## src/rtl/m3_phase_driver.sv

```systemverilog
// Six-step commutation driver for the m3 bridge: high-side PWM, low side held on,
// dead time at every step change and on stop, shadowed period/power/direction.
module m3_phase_driver #(
  parameter int PERIOD_W   = 16,
  parameter int POWER_W    = 8,
  parameter int POWER_MAX  = 100,
  parameter int MIN_PERIOD = 200,
  parameter int DEAD_T     = 4
) (
  input  logic                clkI,
  input  logic                nRstI,
  input  logic                workingI,
  input  logic                m3forceStopI,
  input  logic                m3invRotateI,
  input  logic [PERIOD_W-1:0] stepPeriodI,
  input  logic [POWER_W-1:0]  powerI,
  input  logic                loadI,
  output logic [5:0]          gateO,
  output logic [2:0]          stepIdxO,
  output logic                stepTickO,
  output logic                runningO
);

  localparam int DCNT_W = (DEAD_T > 1) ? $clog2(DEAD_T) : 1;

  localparam logic [DCNT_W-1:0]   DEAD_LAST = DCNT_W'(DEAD_T - 1);
  localparam logic [PERIOD_W-1:0] MIN_P     = PERIOD_W'(MIN_PERIOD);
  localparam logic [PERIOD_W-1:0] PER_ONE   = PERIOD_W'(1);
  localparam logic [POWER_W-1:0]  POW_MAX_V = POWER_W'(POWER_MAX);
  localparam logic [POWER_W-1:0]  PWM_LAST  = POWER_W'(POWER_MAX - 1);
  localparam logic [POWER_W-1:0]  PWM_ONE   = POWER_W'(1);
  localparam logic [DCNT_W-1:0]   DCNT_ONE  = DCNT_W'(1);

  typedef enum logic [1:0] {
    S_IDLE = 2'd0,
    S_DEAD = 2'd1,
    S_RUN  = 2'd2,
    S_STOP = 2'd3
  } state_t;

  state_t              state_q, state_d;
  logic [DCNT_W-1:0]   dcnt_q, dcnt_d;
  logic [PERIOD_W-1:0] step_cnt_q, step_cnt_d;
  logic [POWER_W-1:0]  pwm_cnt_q, pwm_cnt_d;
  logic [2:0]          step_idx_q, step_idx_d;
  logic [PERIOD_W-1:0] per_sh_q, per_sh_d;
  logic [POWER_W-1:0]  pow_sh_q, pow_sh_d;
  logic                dir_sh_q, dir_sh_d;
  logic [PERIOD_W-1:0] per_act_q, per_act_d;
  logic [POWER_W-1:0]  pow_act_q, pow_act_d;
  logic [5:0]          gate_q, gate_d;
  logic                tick_q, tick_d;
  logic                running_q, running_d;

  logic [PERIOD_W-1:0] eff_per;
  logic [POWER_W-1:0]  eff_pow;
  logic                eff_dir;

  function automatic logic [PERIOD_W-1:0] sat_period(input logic [PERIOD_W-1:0] p);
    return (p < MIN_P) ? MIN_P : p;
  endfunction

  function automatic logic [POWER_W-1:0] sat_power(input logic [POWER_W-1:0] p);
    return (p > POW_MAX_V) ? POW_MAX_V : p;
  endfunction

  function automatic logic [2:0] next_idx(input logic [2:0] idx, input logic down);
    logic [2:0] n;
    if (down) n = (idx == 3'd0) ? 3'd5 : idx - 3'd1;
    else      n = (idx >= 3'd5) ? 3'd0 : idx + 3'd1;
    return n;
  endfunction

  // Gate order {Ah,Al,Bh,Bl,Ch,Cl}; one phase high-side (PWM), another low-side on.
  function automatic logic [5:0] gate_decode(input logic [2:0] idx, input logic hi_on);
    logic [5:0] g;
    case (idx)
      3'd0:    g = {hi_on, 1'b0, 1'b0,  1'b1, 1'b0,  1'b0};
      3'd1:    g = {hi_on, 1'b0, 1'b0,  1'b0, 1'b0,  1'b1};
      3'd2:    g = {1'b0,  1'b0, hi_on, 1'b0, 1'b0,  1'b1};
      3'd3:    g = {1'b0,  1'b1, hi_on, 1'b0, 1'b0,  1'b0};
      3'd4:    g = {1'b0,  1'b1, 1'b0,  1'b0, hi_on, 1'b0};
      3'd5:    g = {1'b0,  1'b0, 1'b0,  1'b1, hi_on, 1'b0};
      default: g = 6'b000000;
    endcase
    return g;
  endfunction

  // A load in the same cycle as a boundary must reach the new step, so bypass the shadow.
  always_comb begin
    eff_per = loadI ? stepPeriodI  : per_sh_q;
    eff_pow = loadI ? powerI       : pow_sh_q;
    eff_dir = loadI ? m3invRotateI : dir_sh_q;
  end

  always_comb begin
    per_sh_d   = eff_per;
    pow_sh_d   = eff_pow;
    dir_sh_d   = eff_dir;
    state_d    = state_q;
    dcnt_d     = dcnt_q;
    step_cnt_d = step_cnt_q;
    pwm_cnt_d  = pwm_cnt_q;
    step_idx_d = step_idx_q;
    per_act_d  = per_act_q;
    pow_act_d  = pow_act_q;
    tick_d     = 1'b0;

    if (m3forceStopI) begin
      state_d = S_IDLE;
      dcnt_d  = '0;
    end else begin
      case (state_q)
        S_IDLE: begin
          if (workingI) begin
            state_d   = S_DEAD;
            dcnt_d    = '0;
            per_act_d = sat_period(eff_per);
            pow_act_d = sat_power(eff_pow);
          end
        end
        S_DEAD: begin
          if (!workingI) begin
            state_d = S_STOP;
            dcnt_d  = '0;
          end else if (dcnt_q >= DEAD_LAST) begin
            state_d    = S_RUN;
            step_cnt_d = '0;
            pwm_cnt_d  = '0;
          end else begin
            dcnt_d = dcnt_q + DCNT_ONE;
          end
        end
        S_RUN: begin
          if (!workingI) begin
            state_d = S_STOP;
            dcnt_d  = '0;
          end else if (step_cnt_q >= per_act_q - PER_ONE) begin
            state_d    = S_DEAD;
            dcnt_d     = '0;
            step_cnt_d = '0;
            step_idx_d = next_idx(step_idx_q, eff_dir);
            per_act_d  = sat_period(eff_per);
            pow_act_d  = sat_power(eff_pow);
            tick_d     = 1'b1;
          end else begin
            step_cnt_d = step_cnt_q + PER_ONE;
            pwm_cnt_d  = (pwm_cnt_q >= PWM_LAST) ? '0 : pwm_cnt_q + PWM_ONE;
          end
        end
        S_STOP: begin
          if (dcnt_q >= DEAD_LAST) state_d = S_IDLE;
          else                     dcnt_d  = dcnt_q + DCNT_ONE;
        end
        default: state_d = S_IDLE;
      endcase
    end

    // Outputs are derived from the next state so the registered value matches the state it accompanies.
    running_d = (state_d == S_DEAD) || (state_d == S_RUN);
    gate_d    = (state_d == S_RUN) ? gate_decode(step_idx_d, pwm_cnt_d < pow_act_d) : 6'b000000;
  end

  always_ff @(posedge clkI or negedge nRstI) begin
    if (!nRstI) begin
      state_q    <= S_IDLE;
      dcnt_q     <= '0;
      step_cnt_q <= '0;
      pwm_cnt_q  <= '0;
      step_idx_q <= 3'd0;
      per_sh_q   <= MIN_P;
      pow_sh_q   <= '0;
      dir_sh_q   <= 1'b0;
      per_act_q  <= MIN_P;
      pow_act_q  <= '0;
      gate_q     <= 6'b000000;
      tick_q     <= 1'b0;
      running_q  <= 1'b0;
    end else begin
      state_q    <= state_d;
      dcnt_q     <= dcnt_d;
      step_cnt_q <= step_cnt_d;
      pwm_cnt_q  <= pwm_cnt_d;
      step_idx_q <= step_idx_d;
      per_sh_q   <= per_sh_d;
      pow_sh_q   <= pow_sh_d;
      dir_sh_q   <= dir_sh_d;
      per_act_q  <= per_act_d;
      pow_act_q  <= pow_act_d;
      gate_q     <= gate_d;
      tick_q     <= tick_d;
      running_q  <= running_d;
    end
  end

  assign gateO     = gate_q;
  assign stepIdxO  = step_idx_q;
  assign stepTickO = tick_q;
  assign runningO  = running_q;

endmodule

```

## config.mk

```make
export PLATFORM = sky130hd
export DESIGN_NAME = m3_phase_driver
export DESIGN_NICKNAME = d
export VERILOG_FILES = /design/src/rtl/m3_phase_driver.sv
export SDC_FILE = /design/constraint.sdc
export NUM_CORES = 1
export LEC_CHECK = 0
export ABC_AREA = 1
export ABC_CLOCK_PERIOD_IN_PS = 9600
export CORE_MARGIN = 2
export CORE_UTILIZATION = 63
export DETAILED_ROUTE_END_ITERATION = 12
export GPL_TIMING_DRIVEN = 0
export HOLD_SLACK_MARGIN = 0.06
export PLACE_DENSITY = 0.95
export SYNTH_ARGS = -nofsm -noshare
export SYNTH_HDL_FRONTEND = slang
export SYNTH_SLANG_ARGS = --single-unit
```

## constraint.sdc

```tcl
create_clock -name clkI -period 9.6 [get_ports clkI]
set_input_delay 2.4 -clock clkI [delete_from_list [all_inputs] [get_ports clkI]]
set_output_delay 2.4 -clock clkI [all_outputs]
set_load 0.1 [all_outputs]
```

* Word level (Yosys, flattened, before mapping) *
Cells that the tools add are included.

word-level totals
  register bits after elaboration = 88
  output and inout port bits = 11

cells by class
  add/subtract/negate cells = 6
  order comparisons = 7
  bitwise operators = 1
  multiplexer cells = 54
  reduce and logical (&&, ||, !) cells = 9
  equality and inequality tests = 17

operators with widths
  operator               number
  $mux 16                9
  $mux 8                 12
  $pmux 16 s2            2
  $pmux 6 s6             1
  $pmux 8 s2             2
  $mux 2                 13
  $mux 3                 7
  $add 16x1->16 const B  1
  $ge 16x16->1           1
  $lt 16x8->1 const B    1
  $pmux 2 s4             2
  $sub 16x1->16 const B  1
  $ne 2x2->1 const B     5
  $reduce_and 5->1       2
  $add 8x1->8 const B    1
  $ge 8x7->1 const B     1
  $gt 8x7->1 const B     1
  $lt 8x8->1             1
  $eq 2x2->1 const B     3
  $eq 3x2->1 const B     2
  $eq 3x3->1 const B     2
  $logic_not 3->1        2
  $mux 6                 1
  $mux 1                 5
  14 further kinds       16

* Depth between registers and ports, before layout *
Gate-level depths: netlist of run 1.

  depth after elaboration = 10
  depth in mapped cells = 29

* Worst setup path after synthesis of run 1 *
No wires, ideal clock.

  path kind = input port to flip-flop
  from = input port loadI
  to = register gate_q[1] (netlist: gateO[1])
  data required time = 9.528 ns
  setup time = 0.072 ns
  arrival time = 4.163 ns
  setup slack = 5.365 ns
  stages = 15
  cell sequence = buf_6 > buf_4 > o21ai_0 > nor2_1 > nand2_2 > nand2_2 > o21ai_0 > o21ai_0 > a22oi_1 > ha_1 > nand2_1 > nor2_1 > a211oi_1 > nand2_1 > nor2_1

on the way
  cells in the longest elaborated chain, start to end = 10

RTL lines
  what                  line  source
  start, declared       17    input logic loadI,
  $mux 8                92    eff_pow = loadI ? powerI : pow_sh_q;
  $gt 8x7->1            64    return (p > POW_MAX_V) ? POW_MAX_V : p;
  $mux 8                64
  $mux 8                138   end else if (step_cnt_q >= per_act_q - PER_ONE) begin
  $mux 8                135   if (!workingI) begin
  $pmux 8 s2            113   case (state_q)
  $mux 8                109   if (m3forceStopI) begin
  $lt 8x8->1            161   gate_d = (state_d == S_RUN) ? gate_decode(step_idx_d, pwm_cnt_d < pow_act_d) : 6'b000000;
  $pmux 6 s6 *          77    case (idx)
  $mux 6 *              161
  via gate_d[1]         51    logic [5:0] gate_q, gate_d;
  end signal, assigned  190   gate_q <= gate_d;
  end, declared         51

Mark *: on every way through the listed nets, which the timed path passes. The rest lies on a longest branch.
A chain may end at the register's enable or synchronous reset.

* Worst setup path in the final report of run 1 *
  from = register per_act_q[2]
  to = register gate_q[1] (netlist: gateO[1])

on the way
  cells in the longest elaborated chain, start to end = 9

RTL lines
  what                    line  source
  start, declared         49    logic [PERIOD_W-1:0] per_act_q, per_act_d;
  start signal, assigned  188   per_act_q <= per_act_d;
  $sub 16x1->16           138
  $ge 16x16->1            138
  $mux 8                  138
  $mux 8                  135
  $pmux 8 s2              113
  $mux 8                  109
  via pow_act_d[5]        50    logic [POWER_W-1:0] pow_act_q, pow_act_d;
  $lt 8x8->1              161
  $pmux 6 s6              77
  $mux 6                  161
  via gate_d[1]           51

The timed path passes the listed nets, and every way through them passes these cells.

==> results.tsv, run 1 <==
metric	value	unit
setup bufs post-CTS	0	
height of the die	94.21	um
post-DR vias/cell	5.578	
post-synth top area cell	dfrtp_1	
Worst Setup End Kind	flip-flop	
synthesized area per cell	8.022	um2
H-tree depth reported by CTS	3	
Total Routing Usage GR	0.2802	
die area	0.008875	mm2
async set-reset flop share out of synthesis	1.000	
Crit path max-delay family	simple AND/OR/NAND/NOR gates	
ys flop type	dfrtp_1	
most common cell in the synthesized netlist	nand2_1	
Crit-path slowest cell	dfrtp_1	
Critical Path RT	9.90	ns
top cells by instance count after synthesis	nand2_1, inv_1, dfrtp_1, nor2_1, ha_1	
Clock Pin Slew Worst Setup and Hold Paths	0.09	ns
final number of hold-violating endpoints	0	
R2R setup slack	4.40	ns
Synth Cell Area	0.005126	mm2
maximum single-stage delay on the critical path	0.44	ns
post-CTS sizing	0	
filler cell count	525	
Clock Sinks	88	
final period demand of the worst path	5.202	ns
Core Rows	32	
antenna violations before repair	0	
Clock Tree Root	clkbuf_8	
Hold Path Class	flip-flop to flip-flop	
1st-pass router iterations	5	
Worst Tran Pin Value	0.9836	ns
Yosys reg bits	88	
vias in the first global route	4369	
Die Wd	94.21	um
Fin Clk Skew	0.006596	ns
Final GP Congestion	0.9088	
Arr. time, crit path	5.50	ns
P_leak	2.999	nW
CTS Buffer Depth	2	
area of the multi-input gates	0.002429	mm2
Power Dens Cells	154.2	mW/mm2
Tcrit/Tclk final	0.5419	
Synth top area share	0.4003	
vias	4446	
setup_tns	0	ns
antenna violation net count after detailed routing	0	
DRC viols	0	
Final nets	755	
IO buf count	39	
yosys warns	0	
# Max-Cap Violations	0	
cell count after placement	781	
fin cells	797	
Area Growth Syn to Fin	14.25	%
Clock Latency Late Sink	0.37	ns
clock share of power	0.269	
synth unique cells	46	
Switching Fraction	0.3394	
Int Pwr	596.5	uW
fin worst setup slack	4.398	ns
Slew HR	0.3422	
area of the core	0.007807	mm2
RSZ-0062 raised after global routing	no	
Post-DP HPWL	8.681	mm
Place WS	4.334	ns
Worst Setup Start Kind	flip-flop	
hold_buf cts	0	
status	finished clean	
post-synthesis sequential area ratio	0.4310	
fmax	192.2	MHz
setup violators final	0	
share of layout cells above drive strength 1	0.08777	
Min Hold Slack	0.4780	ns
crit-path max FO	10	
Slew Viols, Final	0	
global-route wire length before repair	19.52	mm
EDFF count, synth	0	
Crit Path Class	flip-flop to flip-flop	
Initial Utilization	0.6566	
Inserted Clock Buffers	9	
Post-Syn Instances	639	
CTS tree	yes	
Reg power frac	0.482	
Psw	306.5	uW
largest net degree at the start of global routing	60	
top post-synthesis cells by area	dfrtp_1, nand2_1, ha_1, inv_1, nor2_1	
Reg area	0.002210	mm2
syn nets	704	
ANT cells	0	
1st-iter DRT viols	338	
Avg WL per Cell	14.42	um
GR Overflow Total	0	
Comb power frac	0.249	
worst path buffer plus inverter count	5	
I/O pin cnt	41	
Core Util, Final	0.7502	
final WL	11.49	mm
Peak VDD IR	138.4	uV
[placed cells by master (no fill, tap or decap), drive strengths merged, types with 2 or more instances in the layout]
master         netlist  final
nor4                 3      3
dfrtp               82     82
or2                  6      6
a21oi               28     28
o211ai               5      5
inv                112    114
a31oi                6      6
xor2                14     14
clkdlybuf4s50        0     38
nor3b                4      4
o21ai               38     38
nor3                17     17
dfstp                6      6
mux2i                2      2
o22ai                4      4
ha                  35     35
nand3               33     33
clkinv               1      3
o32ai                4      4
a22oi                5      5
nand4                9      9
clkinvlp             0      2
buf                  5      7
a211oi               2      2
nor2                50     50
nand2              155    155
xnor2                2      2
clkbuf               6     16
[worst reg2reg max path: stages, from the launching register on]
cell	delay, ns
dfrtp_1	0.44
nor2_1	0.17
nand2_1	0.09
nor3_1	0.24
nand3_1	0.19
nor3_1	0.31
nand2_1	0.15
nor3_1	0.19
xor2_1	0.16
inv_1	0.06
ha_1	0.31
a21oi_1	0.16
o21ai_1	0.10
nor2_2	0.26
nand2_4	0.13
nor2_1	0.28
inv_1	0.12
nand2_1	0.25
inv_1	0.12
buf_2	0.21
o21ai_0	0.22
inv_1	0.08
ha_1	0.29
a21oi_1	0.14
nor2_1	0.06
a211oi_1	0.18
nand2_1	0.14
nor2_1	0.11
[routing by layer]
layer  global-route usage  vias to the layer above  routed length, um
li1                     -                     2162                  -
met1               0.3356                     2085               4642
met2               0.4798                      156               5723
met3              0.05297                       43                611
met4               0.1437                        0                517
met5                    0                        -                  0
[metrics by stage]
step | cell area [um2] | total power [mW]
CTS | 5857 | 0.9039
global route | 5857 | 0.9573
global placement | 5644 | 0.6452
finish | 5857 | 0.9030
floorplan | 5126 | 0.5937
detailed placement | 5669 | 0.6618
[state kept, by name (all words and copies together), names as in the netlist, 2 cells and up]
register / flops
pow_act_q: 8
per_sh_q: 16
pow_sh_q: 8
stepIdxO: 3
state_q: 2
per_act_q: 16
step_cnt_q: 16
gateO: 6
pwm_cnt_q: 8
dcnt_q: 2
[final timing paths]
kind                         startpoint             end  cells past startpoint
hold reg to reg            pow_act_q[7]    pow_act_q[7]                      2
hold / removal             pow_act_q[7]    pow_act_q[7]                      2
setup reg to reg           per_act_q[2]        gateO[1]                     27
setup / recovery           per_act_q[2]        gateO[1]                     27
max in group asynchronous         nRstI     per_sh_q[7]                      2
min in group asynchronous         nRstI  step_cnt_q[14]                      1
[final cells by class]
type | instances | share of cell area
clock buffers | 10 | 0.02350
plain buffers | 11 | 0.01068
repair buffers | 40 | 0.07092
well taps | 102 | 0.02179
clock inverters | 6 | 0.008545
flip-flops and latches | 88 | 0.3773
multi-input cells | 427 | 0.4147
inverters | 113 | 0.07263
[power by group through the flow]
stage          clock [mW]  combinational [mW]  sequential, mW
6_report            0.243               0.225           0.435
5_1_grt             0.263               0.255           0.439
4_1_cts             0.246               0.224           0.435
3_5_place_dp            0               0.220           0.442
3_3_place_gp            0               0.205           0.440
2_1_floorplan           0               0.146           0.448
[cell families (layout without fill, tap and decap cells)]
group	count (synthesis)	count (layout)	share of synthesized area
AO/OA/AOI/OAI	97	97	0.1123
multiplexers	2	2	0.003905
buffers and inverters	124	180	0.09519
AND/OR/NAND/NOR	277	277	0.2448
flip-flops	88	88	0.4310
XOR/XNOR	16	16	0.02734
adder cells (fa/ha/maj)	35	35	0.08543
Power figures use the tool's default switching activity.
==> run 2: changes to the inputs <==
- ABC_CLOCK_PERIOD_IN_PS: 9600 -> 4800
- CORE_UTILIZATION: 63 -> 59
- PLACE_DENSITY: 0.95 -> 0.92
- clock period: 9.6 -> 4.8 ns (I/O delays scaled with it)
==> results.tsv, run 2 (same netlist as run 1, synthesis figures left out) <==
metric	value	unit
status	finished clean	
reg-to-reg critical path startpoint	per_act_q[0]	
Worst Setup End Kind	flip-flop	
Core Rows	34	
Clock Sinks	88	
final number of hold-violating endpoints	0	
maximum single-stage delay on the critical path	0.41	ns
DRC viols	0	
final period demand of the worst path	4.592	ns
Inserted Clock Buffers	9	
r2r worst-path depth	27	
Place WS	-0.3306	ns
Peak VDD IR	201.8	uV
Worst path depth	27	
CTS Buffer Depth	2	
vias in the first global route	4520	
Worst Tran Pin Value	0.9807	ns
R2R setup slack	0.21	ns
final WL	12.29	mm
commonest cells after routing, fill and taps aside	nand2_1, inv_1, dfrtp_1	
Initial Utilization	0.5995	
CP endpoint	gateO[5]	
1st-pass router iterations	6	
share of layout cells above drive strength 1	0.1342	
crit-path max FO	8	
Area Growth Syn to Fin	19.01	%
Reg power frac	0.460	
Final GP Congestion	0.8730	
Psw	662.7	uW
Regs by FF count	per_act_q (16), per_sh_q (16), step_cnt_q (16)	
Worst Setup Start Kind	flip-flop	
Placed Area	0.005669	mm2
Clock Latency Late Sink	0.38	ns
area of the core	0.008551	mm2
design area	0.006101	mm2
Comb power frac	0.251	
global-route wire length before repair	19.73	mm
# Max-Cap Violations	0	
post-DR vias/cell	5.695	
filler cell count	604	
fin worst setup slack	0.2080	ns
H-tree depth reported by CTS	3	
Switching Fraction	0.3462	
Crit Path Class	flip-flop to flip-flop	
Post-DP HPWL	8.590	mm
Total Routing Usage GR	0.2522	
Clock Pin Slew Worst Setup and Hold Paths	0.09	ns
GR Overflow Total	0	
capturing point of the worst reg2reg path	gateO[5]	
antenna violations before repair	0	
setup violators final	0	
Hold Path Class	flip-flop to flip-flop	
Power Dens Cells	313.8	mW/mm2
height of the die	97.21	um
fmax	217.8	MHz
Crit-path slowest cell	dfrtp_1	
Int Pwr	1.252	mW
largest net degree at the start of global routing	47	
CTS tree	yes	
1st-iter DRT viols	256	
Arr. time, crit path	4.89	ns
Tcrit/Tclk final	0.9567	
Clock Tree Root	clkbuf_8	
Fin Clk Skew	0.01674	ns
ANT cells	0	
worst path buffer plus inverter count	5	
RSZ-0062 raised after global routing	yes	
Slew HR	0.3442	
I/O pin cnt	41	
Crit path max-delay family	simple AND/OR/NAND/NOR gates	
Slew Viols, Final	0	
clock share of power	0.289	
CP startpoint	per_act_q[0]	
Die Wd	97.21	um
Final nets	768	
vias	4647	
antenna violation net count after detailed routing	0	
commonest non-fill, non-tap cell in the layout	nand2_1	
P_leak	3.086	nW
die area	0.009450	mm2
Avg WL per Cell	15.06	um
IO buf count	39	
Critical Path RT	5.10	ns
[run 2: layer usage]
layer | track usage | share of wire | wire length, um | vias up
li1 | - | - | - | 2189
met1 | 0.2979 | 0.39 | 4827 | 2248
met2 | 0.4551 | 0.52 | 6363 | 164
met3 | 0.05108 | 0.049 | 606 | 46
met4 | 0.09188 | 0.040 | 489 | 0
met5 | 0 | 0 | 0 | -
[run 2: layout make-up]
type	count	area, um2	share of cell area
clock inverters	7	85.08	0.01395
well taps	108	135.1	0.02215
clock buffers	9	123.9	0.02030
plain buffers	10	57.56	0.009434
flip-flops and latches	88	2210	0.3622
inverters	113	429.2	0.07034
repair buffers	53	505.5	0.08285
multi-input cells	428	2555	0.4188
[run 2: power groups by stage]
stage | Sequential (mW) | Combinational, mW | Clock, mW
after floorplan | 0.896 | 0.292 | 0
after global placement | 0.879 | 0.413 | 0
after detailed placement | 0.885 | 0.442 | 0
after CTS | 0.873 | 0.448 | 0.555
after global routing | 0.886 | 0.540 | 0.584
final | 0.880 | 0.481 | 0.553
[run 2: worst min-delay path: stages (launching register included)]
cell and delay [ns]:
dfrtp_1 0.33, nand2_1 0.07, inv_1 0.05
[run 2: per-stage QoR]
stage | setup TNS, ns | hold WS [ns] | utilization | std cells | power [mW]
floorplan | 0 | 0.4359 | - | 639 | 1.187
global placement | -43.61 | 0.4529 | 0.6610 | 786 | 1.293
detailed placement | -0.9706 | 0.4570 | 0.6630 | 787 | 1.327
CTS | 0 | 0.4780 | 0.6902 | 804 | 1.876
global route | -0.1170 | 0.5195 | 0.7135 | 816 | 2.010
finish | 0 | 0.4700 | 0.7135 | 816 | 1.914
[run 2: how the worst min path moves through the flow]
stage,from,endpoint,slack (ns),depth (start not counted)
3_3_place_gp,pow_act_q[7],pow_act_q[7],0.45,2
2_1_floorplan,pow_act_q[7],pow_act_q[7],0.44,2
3_5_place_dp,pow_act_q[7],pow_act_q[7],0.46,2
6_report,pow_act_q[7],pow_act_q[7],0.47,2
4_1_cts,pow_act_q[7],pow_act_q[7],0.48,2
5_1_grt,per_sh_q[2],per_sh_q[2],0.52,2
[run 2: timing repair]
item | CTS | global route
cloned | 0 | 1
gates resized for setup | 5 | 24
hold buffers | 0 | 0
endpoints found under the setup margin | 3 | 3
setup buffers | 1 | 12
pin swaps | 1 | 8
